File: config.mk
export PLATFORM = sky130hd
export DESIGN_NAME = command_frame_controller
export DESIGN_NICKNAME = d
export VERILOG_FILES = /design/src/rtl/command_frame_pkg.sv /design/src/rtl/response_sender.sv /design/src/rtl/command_frame_controller.sv
export SDC_FILE = /design/constraint.sdc
export NUM_CORES = 1
export LEC_CHECK = 0
export ABC_AREA = 0
export BUFFER_PORTS_ARGS = -buffer_cell sky130_fd_sc_hd__buf_2
export CORE_MARGIN = 1
export CORE_UTILIZATION = 50
export DETAILED_ROUTE_END_ITERATION = 7
export GPL_ROUTABILITY_DRIVEN = 0
export PLACE_DENSITY = 0.74
export SYNTH_ARGS = -nofsm -noshare
export SYNTH_HDL_FRONTEND = slang
export SYNTH_SLANG_ARGS = --single-unit
File: constraint.sdc
create_clock -name clk -period 3.2 [get_ports clk]
set_clock_uncertainty 0.05 [all_clocks]
set_input_delay 0.64 -clock clk [delete_from_list [all_inputs] [get_ports clk]]
set_output_delay 0.64 -clock clk [all_outputs]
set_load 0.01 [all_outputs]
File: src/rtl/command_frame_pkg.sv
// Shared constants and state encoding for the UART command frame controller.
// Command codes, FSM states and fixed ALU operand register addresses.
package command_frame_pkg;

   localparam logic [7:0] CMD_WRITE   = 8'hAA;
   localparam logic [7:0] CMD_READ    = 8'hBB;
   localparam logic [7:0] CMD_ALU_OP  = 8'hCC;
   localparam logic [7:0] CMD_ALU_NOP = 8'hDD;

   localparam int OPA_ADDR = 0;
   localparam int OPB_ADDR = 1;

   typedef enum logic [3:0] {
      IDLE,
      WR_ADDR,
      WR_DATA,
      RD_ADDR,
      RD_WAIT,
      ALU_OPA,
      ALU_OPB,
      ALU_FUN,
      ALU_WAIT,
      TX_SEND,
      TX_WAIT_HIGH,
      TX_WAIT_LOW
   } state_t;

endpackage

File: src/rtl/response_sender.sv
// Sends a 1- or 2-byte response over the UART transmit handshake.
// Low byte goes first; each byte waits for busy to rise and then fall.
module response_sender
   import command_frame_pkg::*;
#(
   parameter int DATA_WIDTH = 8
) (
   input  logic                    clk,
   input  logic                    reset,
   input  logic                    start,
   input  logic                    abort,
   input  logic                    two_bytes,
   input  logic [2*DATA_WIDTH-1:0] payload,
   input  logic                    tx_busy,
   output logic                    tx_data_valid,
   output logic [DATA_WIDTH-1:0]   tx_data,
   output logic                    done
);

   state_t                  state;
   logic [DATA_WIDTH-1:0]   pending;
   logic                    more;

   // Byte sequencing: send, wait busy high, wait busy low, repeat or finish
   always_ff @(posedge clk) begin
      if (reset) begin
         state         <= IDLE;
         pending       <= '0;
         more          <= 1'b0;
         tx_data_valid <= 1'b0;
         tx_data       <= '0;
         done          <= 1'b0;
      end else begin
         tx_data_valid <= 1'b0;
         done          <= 1'b0;
         if (abort) begin
            state <= IDLE;
            more  <= 1'b0;
         end else begin
            unique case (state)
               IDLE: begin
                  if (start) begin
                     tx_data <= payload[DATA_WIDTH-1:0];
                     pending <= payload[2*DATA_WIDTH-1:DATA_WIDTH];
                     more    <= two_bytes;
                     state   <= TX_SEND;
                  end
               end
               TX_SEND: begin
                  if (!tx_busy) begin
                     tx_data_valid <= 1'b1;
                     state         <= TX_WAIT_HIGH;
                  end
               end
               TX_WAIT_HIGH: begin
                  if (tx_busy) state <= TX_WAIT_LOW;
               end
               TX_WAIT_LOW: begin
                  if (!tx_busy) begin
                     if (more) begin
                        tx_data <= pending;
                        more    <= 1'b0;
                        state   <= TX_SEND;
                     end else begin
                        done  <= 1'b1;
                        state <= IDLE;
                     end
                  end
               end
               default: state <= IDLE;
            endcase
         end
      end
   end

endmodule

File: src/rtl/command_frame_controller.sv
// Decodes UART command frames into register file and ALU strobes.
// Responses (read data or ALU result) are handed to response_sender.
module command_frame_controller
   import command_frame_pkg::*;
#(
   parameter int DATA_WIDTH    = 8,
   parameter int ADDR_WIDTH    = 4,
   parameter int ALU_FUN_WIDTH = 4
) (
   input  logic                     clk,
   input  logic                     reset,
   input  logic                     rx_data_valid,
   input  logic [DATA_WIDTH-1:0]    rx_data,
   input  logic                     rx_error,
   output logic [ADDR_WIDTH-1:0]    rf_address,
   output logic                     rf_write_enable,
   output logic [DATA_WIDTH-1:0]    rf_write_data,
   output logic                     rf_read_enable,
   input  logic [DATA_WIDTH-1:0]    rf_read_data,
   input  logic                     rf_read_data_valid,
   output logic                     alu_enable,
   output logic [ALU_FUN_WIDTH-1:0] alu_function,
   input  logic [2*DATA_WIDTH-1:0]  alu_result,
   input  logic                     alu_result_valid,
   output logic                     tx_data_valid,
   output logic [DATA_WIDTH-1:0]    tx_data,
   input  logic                     tx_busy
);

   state_t                  state;
   logic [2*DATA_WIDTH-1:0] resp;
   logic                    tx_start;
   logic                    tx_two;
   logic                    tx_done;
   logic                    rx_bad;

   assign rx_bad = rx_data_valid & rx_error;

   // Frame decoding; a corrupted byte aborts whatever is in flight
   always_ff @(posedge clk) begin
      if (reset) begin
         state           <= IDLE;
         rf_address      <= '0;
         rf_write_enable <= 1'b0;
         rf_write_data   <= '0;
         rf_read_enable  <= 1'b0;
         alu_enable      <= 1'b0;
         alu_function    <= '0;
         resp            <= '0;
         tx_start        <= 1'b0;
         tx_two          <= 1'b0;
      end else begin
         rf_write_enable <= 1'b0;
         rf_read_enable  <= 1'b0;
         alu_enable      <= 1'b0;
         tx_start        <= 1'b0;
         if (rx_bad) begin
            state <= IDLE;
         end else begin
            unique case (state)
               IDLE: begin
                  if (rx_data_valid) begin
                     if (rx_data == DATA_WIDTH'(CMD_WRITE))
                        state <= WR_ADDR;
                     else if (rx_data == DATA_WIDTH'(CMD_READ))
                        state <= RD_ADDR;
                     else if (rx_data == DATA_WIDTH'(CMD_ALU_OP))
                        state <= ALU_OPA;
                     else if (rx_data == DATA_WIDTH'(CMD_ALU_NOP))
                        state <= ALU_FUN;
                  end
               end
               WR_ADDR: begin
                  if (rx_data_valid) begin
                     rf_address <= rx_data[ADDR_WIDTH-1:0];
                     state      <= WR_DATA;
                  end
               end
               WR_DATA: begin
                  if (rx_data_valid) begin
                     rf_write_data   <= rx_data;
                     rf_write_enable <= 1'b1;
                     state           <= IDLE;
                  end
               end
               RD_ADDR: begin
                  if (rx_data_valid) begin
                     rf_address     <= rx_data[ADDR_WIDTH-1:0];
                     rf_read_enable <= 1'b1;
                     state          <= RD_WAIT;
                  end
               end
               RD_WAIT: begin
                  if (rf_read_data_valid) begin
                     resp     <= {{DATA_WIDTH{1'b0}}, rf_read_data};
                     tx_two   <= 1'b0;
                     tx_start <= 1'b1;
                     state    <= TX_SEND;
                  end
               end
               ALU_OPA: begin
                  if (rx_data_valid) begin
                     rf_address      <= ADDR_WIDTH'(OPA_ADDR);
                     rf_write_data   <= rx_data;
                     rf_write_enable <= 1'b1;
                     state           <= ALU_OPB;
                  end
               end
               ALU_OPB: begin
                  if (rx_data_valid) begin
                     rf_address      <= ADDR_WIDTH'(OPB_ADDR);
                     rf_write_data   <= rx_data;
                     rf_write_enable <= 1'b1;
                     state           <= ALU_FUN;
                  end
               end
               ALU_FUN: begin
                  if (rx_data_valid) begin
                     alu_function <= rx_data[ALU_FUN_WIDTH-1:0];
                     alu_enable   <= 1'b1;
                     state        <= ALU_WAIT;
                  end
               end
               ALU_WAIT: begin
                  if (alu_result_valid) begin
                     resp     <= alu_result;
                     tx_two   <= 1'b1;
                     tx_start <= 1'b1;
                     state    <= TX_SEND;
                  end
               end
               TX_SEND: begin
                  if (tx_done) state <= IDLE;
               end
               default: state <= IDLE;
            endcase
         end
      end
   end

   response_sender #(
      .DATA_WIDTH(DATA_WIDTH)
   ) u_sender (
      .clk           (clk),
      .reset         (reset),
      .start         (tx_start),
      .abort         (rx_bad),
      .two_bytes     (tx_two),
      .payload       (resp),
      .tx_busy       (tx_busy),
      .tx_data_valid (tx_data_valid),
      .tx_data       (tx_data),
      .done          (tx_done)
   );

endmodule

==> results.cfg, run 1 <==
[global_routing]
grt_first_pass_wirelength_um = 10200
track_usage_pct = 22.2
antenna_found_initial = 0
grt_max_degree = 52
grt_overflow = 0
grt_pass1_vias = 2081

[power_and_ir_drop]
intPower_mw = 1.31
seqPwrFrac_pct = 47.9
p_leak_nw = 1.42
peakVddDrop_uv = 288
p_sw_share_pct = 23.2
p_per_area_nw_per_um2 = 512
clkPwrFrac_pct = 43.6
combPwrFrac_pct = 8.6
switchingPower_mw = 0.397
p_total_mw = 1.71

[yosys]
synth_most_common_cell = dfxtp_1
ys_seq_area_share_pct = 44.8
synth_edf_count = 0
ys_ff_latch = 63
synth_compound_area_share_pct = 14.2
synth-xor-area-share_pct = 1.25
synth_common_cells = 63 x dfxtp_1, 45 x nor2_1, 39 x mux2i_1, 27 x nand2_1, 19 x a21oi_1
synth.area.mux_share_pct = 13.9
syn_inst = 301
synth_nets = 340
synthArstFlopShare_pct = 0
synth_area_leaders = dfxtp_1 45%, mux2i_1 14%, nor2_1 6.0%, nand2_1 3.6%, a21oi_1 3.4%
avgSynthCellArea_um2 = 9.34
yosys.area_share.simple_pct = 21.4
synth_area_leader_cell = dfxtp_1
synthAdderAreaFrac_pct = 0
syn_area_um2 = 2810
synth_cell_type_count = 47
yosysWarningCount = 0
synth_top_family_by_area = simple AND/OR/NAND/NOR gates
synth-main-ff-cell = dfxtp_1
netlist.area_leader.share_pct = 44.8

[timing]
setup_violations = 0
hold_violations = 0
max_clock_freq_mhz = 475
slew_violations = 0
finalSetupTns_ns = 0
rsz0062_at_grt = no
period_share_pct = 65.9
min_period_ns = 2.11
tightest_slew_ns = 0.761
max-slew-margin-rel_pct = 49.2

[floorplanning]
die_area_um2 = 5930
core_um2 = 5270
die_w_um = 77
die_height_um = 77
start_util_pct = 53.4
ios = 67
rows = 26

[clocking]
cts_setup_buffers = 0
insertion_delay_ns = 0.33
holdBufCountCts = 0
htree_levels = 3
ctsResizeCount = 0
clk_pin_slew_ns = 0.06
clkSinkCount = 63
cts_tree = done
cts_max_path_buffers = 2
cts-buffers-inserted = 9
cts-root-buf = clkbuf_8

[layout]
fin_util_pct = 63.4
layout-drive-gt1-share_pct = 26.0
final_cells = 435
stdcell_area_um2 = 3340
syn2layout_area_growth_pct = 18.8
layout.nets = 400
diodes = 0

[critical_path]
worstPathArrival_ns = 2.31
crit_path_max_fanout = 25
rr_worst_depth = 5
critPathKind = reg2reg
worst_setup_path_start_kind = register
crit_required_ns = 3.41
endpoint_kind = register

[place]
placed_cells = 420
portBuffers = 66
postPlaceCellArea_um2 = 3130
dp_hpwl_um = 4140

[route]
wirelength_um = 6090
dr.pass1.iters = 7
drt_iter0_markers = 162
post-route-drc-count = 0
ant_nets = 0
num_vias = 2309
via_per_inst = 5.31
wl_per_cell_um = 14.0

[outcome]
outcome = finished, final reports clean

[min_path]
hold_depth = 2
min_path_type = reg2reg

[flow_run]
max_cap_viol_count = 0
==> critical path: stages (launching register included) <==
cell      delay (ns)
dfxtp_1         0.60
nand3b_1        0.14
a211o_1         0.35
a21oi_4         0.55
nor2_1          0.13
a211oi_2        0.21
==> registers in the layout (all words and copies together) (netlist names), 3 cells and up <==
register and count:
rf_write_data 8, state 4, resp 16, u_sender.state 3, u_sender.tx_data 8, alu_function 4, rf_address 4, u_sender.pending 8
==> power by group through the flow <==
stage / Sequential (mW) / Combinational, mW / Clock (mW)
finish: 0.819 / 0.146 / 0.745
CTS: 0.818 / 0.146 / 0.756
floorplan: 0.824 / 0.109 / 0
global placement: 0.836 / 0.143 / 0
global route: 0.821 / 0.162 / 0.799
detailed placement: 0.836 / 0.145 / 0
==> stage by stage <==
step	hold WS (ns)	worst slack (ns)
floorplan	0.381	1.43
global placement	0.387	1.06
detailed placement	0.393	0.977
CTS	0.402	1.07
global route	0.416	0.893
finish	0.402	1.09
==> final timing paths <==
kind,start,to,slack [ns]
min,rf_address[2]$_SDFFE_PP0P_,rf_address[2]$_SDFFE_PP0P_,0.40
max,state[2]$_SDFFE_PP0P_,resp[5]$_SDFFE_PP0P_,1.09
min reg2reg,rf_address[2]$_SDFFE_PP0P_,rf_address[2]$_SDFFE_PP0P_,0.40
max reg2reg,state[2]$_SDFFE_PP0P_,resp[5]$_SDFFE_PP0P_,1.09
==> placed cells by master, fill, tap and decap left out, types with 2 or more instances in the layout <==
cell and instances:
buf_2 66, dfxtp_1 63, nor2_1 45, mux2i_1 39, nand2_1 27, a21oi_1 19
nand3_1 18, a211oi_1 12, clkbuf_8 10, nand2b_1 5, o21ai_0 5, a211oi_2 4
nand3b_1 3, and2_1 3, a21boi_0 2, inv_1 2, xor2_1 2, nand4bb_1 2
nor3b_1 2, nand4_1 2, nor2b_1 2, xnor2_1 2, clkinv_2 2, bufinv_16 2
buf_4 2
==> routing by layer <==
layer | routed length, µm | part of all wire, % | up-vias | global-route usage, %
met5 | 0 | 0 | - | 0
met4 | 103 | 1.7 | 0 | 12.1
met3 | 245 | 4.0 | 9 | 4.76
met2 | 2800 | 46 | 51 | 32.6
met1 | 2940 | 48 | 1067 | 30.3
li1 | - | - | 1182 | -
==> cell type report <==
cell class | instances | area [µm²]
inverter | 2 | 7.51
tap | 70 | 87.6
sequential | 63 | 1260
clock inverter | 4 | 70.1
multi-input combinational | 217 | 1430
fill | 482 | 1930
clock buffer | 11 | 141
timing repair buffer | 68 | 345
==> cells by family (layout without fill, tap and decap cells) <==
kind of cell,Yosys count,count (layout)
flops,63,63
xor+xnor,4,4
compound gates,55,55
mux,39,39
buf+inv,21,85
simple gates,119,119
No activity file was read; power rests on OpenSTA's default activity.
==> run 2, diff against run 1 <==
==> constraint.sdc (replaced) <==
create_clock -name clk -period 2.2 [get_ports clk]
set_clock_uncertainty 0.05 [all_clocks]
set_input_delay 0.44 -clock clk [delete_from_list [all_inputs] [get_ports clk]]
set_output_delay 0.44 -clock clk [all_outputs]
set_load 0.01 [all_outputs]
==> results.cfg, run 2 (synthesis gave the netlist of run 1 again) <==
[outcome]
outcome = finished, final reports clean

[timing]
max_clock_freq_mhz = 518
finalSetupTns_ns = 0
rsz0062_at_grt = no
max-slew-margin-rel_pct = 63.0
period_share_pct = 87.7
min_period_ns = 1.93
hold_violations = 0
slew_violations = 0
tightest_slew_ns = 0.553
setup_violations = 0
setup_ws_ns = 0.271

[clocking]
clk_pin_slew_ns = 0.08
cts-buffers-inserted = 9
cts-root-buf = clkbuf_8
htree_levels = 3
insertion_delay_ns = 0.34
cts_setup_buffers = 0
clkSinkCount = 63
cts_max_path_buffers = 2
ctsResizeCount = 0
cts_tree = done
holdBufCountCts = 0

[place]
dp_hpwl_um = 4340
postPlaceCellArea_um2 = 3170
post-place-ws_ns = 0.330
portBuffers = 66

[global_routing]
antenna_found_initial = 0
track_usage_pct = 22.0
grt_first_pass_wirelength_um = 10100
grt_pass1_vias = 2178
grt_overflow = 0
grt_max_degree = 53

[route]
dr.pass1.iters = 4
wl_per_cell_um = 14.0
wirelength_um = 6160
num_vias = 2321
post-route-drc-count = 0
drt_iter0_markers = 160
via_per_inst = 5.26
ant_nets = 0

[power_and_ir_drop]
p_sw_share_pct = 25.4
p_leak_nw = 1.43
seqPwrFrac_pct = 48.9
p_total_mw = 2.43
intPower_mw = 1.81
clkPwrFrac_pct = 42.0
combPwrFrac_pct = 9.1
switchingPower_mw = 0.616
peakVddDrop_uv = 516
p_per_area_nw_per_um2 = 719

[critical_path]
crit_required_ns = 2.40
crit-reg2reg-capture = resp[4]$_SDFFE_PP0P_
endpoint_kind = register
worstPathArrival_ns = 2.13
worst_setup_path_start_kind = register
rr_worst_depth = 6
rrSetupSlack_ns = 0.27
critPathKind = reg2reg
rr_startpoint = state[2]$_SDFFE_PP0P_
crit_path_max_fanout = 25

[layout]
fillers = 471
fin_util_pct = 64.0
final_common_cell = buf_2
multi_input_area_um2 = 1430
final_cell_mix = 66 x buf_2, 63 x dfxtp_1, 45 x nor2_1, 39 x mux2i_1, 27 x nand2_1
layout-drive-gt1-share_pct = 27.5
largest_reg_flops = 16
seq_area_um2 = 1260
top_register = resp
syn2layout_area_growth_pct = 20.0
diodes = 0
layout.nets = 405
stdcell_area_um2 = 3370

[floorplanning]
die_height_um = 77
die_area_um2 = 5930
die_w_um = 77
core_um2 = 5270
rows = 26
ios = 67
start_util_pct = 53.4

[flow_run]
max_cap_viol_count = 0

[min_path]
min_path_type = in2reg
holdCritStartpoint = tx_busy
holdPathEnd = u_sender.done$_SDFF_PP0_
hold_depth = 2
run 2: cell types whose count changed in the layout (fill, tap and decap cells not counted), sizes merged:
cell      before  now
inv            2    3
clkinvlp       0    4
clkinv         2    0
clkbuf        11   10
buf           68   73
bufinv         2    1
run 2: cell type report:
class	instances	share of cell area (%)
Clock inverter	6	2.04
Sequential cell	63	37.4
Clock buffer	10	4.08
Tap cell	70	2.60
Multi-Input combinational cell	217	42.3
Timing Repair Buffer	73	11.3
Inverter	2	0.222
run 2: per-layer routing:
metal / GRT usage (%) / wire [µm] / vias up
met3: 6.55 / 223 / 8
li1: - / - / 1195
met2: 36.2 / 2910 / 41
met4: 5.66 / 73 / 0
met1: 28.1 / 2950 / 1077
met5: 0 / 0 / -
run 2: worst max-delay path, cell delays in order (launching register included):
cell	delay (ns)
dfxtp_1	0.58
nand3b_1	0.14
a211o_1	0.34
a21oi_4	0.12
buf_4	0.29
nor2_1	0.07
a211oi_1	0.25
run 2: power groups by stage:
stage          Combinational, mW  Clock (mW)  Sequential [mW]
6_report                   0.220        1.02             1.19
5_1_grt                    0.244        1.09             1.19
4_1_cts                    0.220        1.03             1.19
3_5_place_dp               0.219           0             1.21
3_3_place_gp               0.218           0             1.21
2_1_floorplan              0.159           0             1.20
run 2: worst max-delay path by stage:
stage | from | to | slack, ns | cells after the start
floorplan | rx_data[6] | state[0]$_SDFFE_PP0P_ | 0.63 | 5
CTS | state[2]$_SDFFE_PP0P_ | resp[4]$_SDFFE_PP0P_ | 0.25 | 6
detailed placement | state[2]$_SDFFE_PP0P_ | resp[4]$_SDFFE_PP0P_ | 0.33 | 6
global placement | tx_busy | u_sender.tx_data[5]$_SDFFE_PP0P_ | 0.39 | 6
finish | state[2]$_SDFFE_PP0P_ | resp[4]$_SDFFE_PP0P_ | 0.27 | 6
global route | state[2]$_SDFFE_PP0P_ | resp[15]$_SDFFE_PP0P_ | 0.15 | 6
run 2: stage by stage:
step,instances,hold WS (ns)
floorplan,301,0.381
global placement,425,0.388
detailed placement,425,0.395
CTS,441,0.279
global route,441,0.288
finish,441,0.282
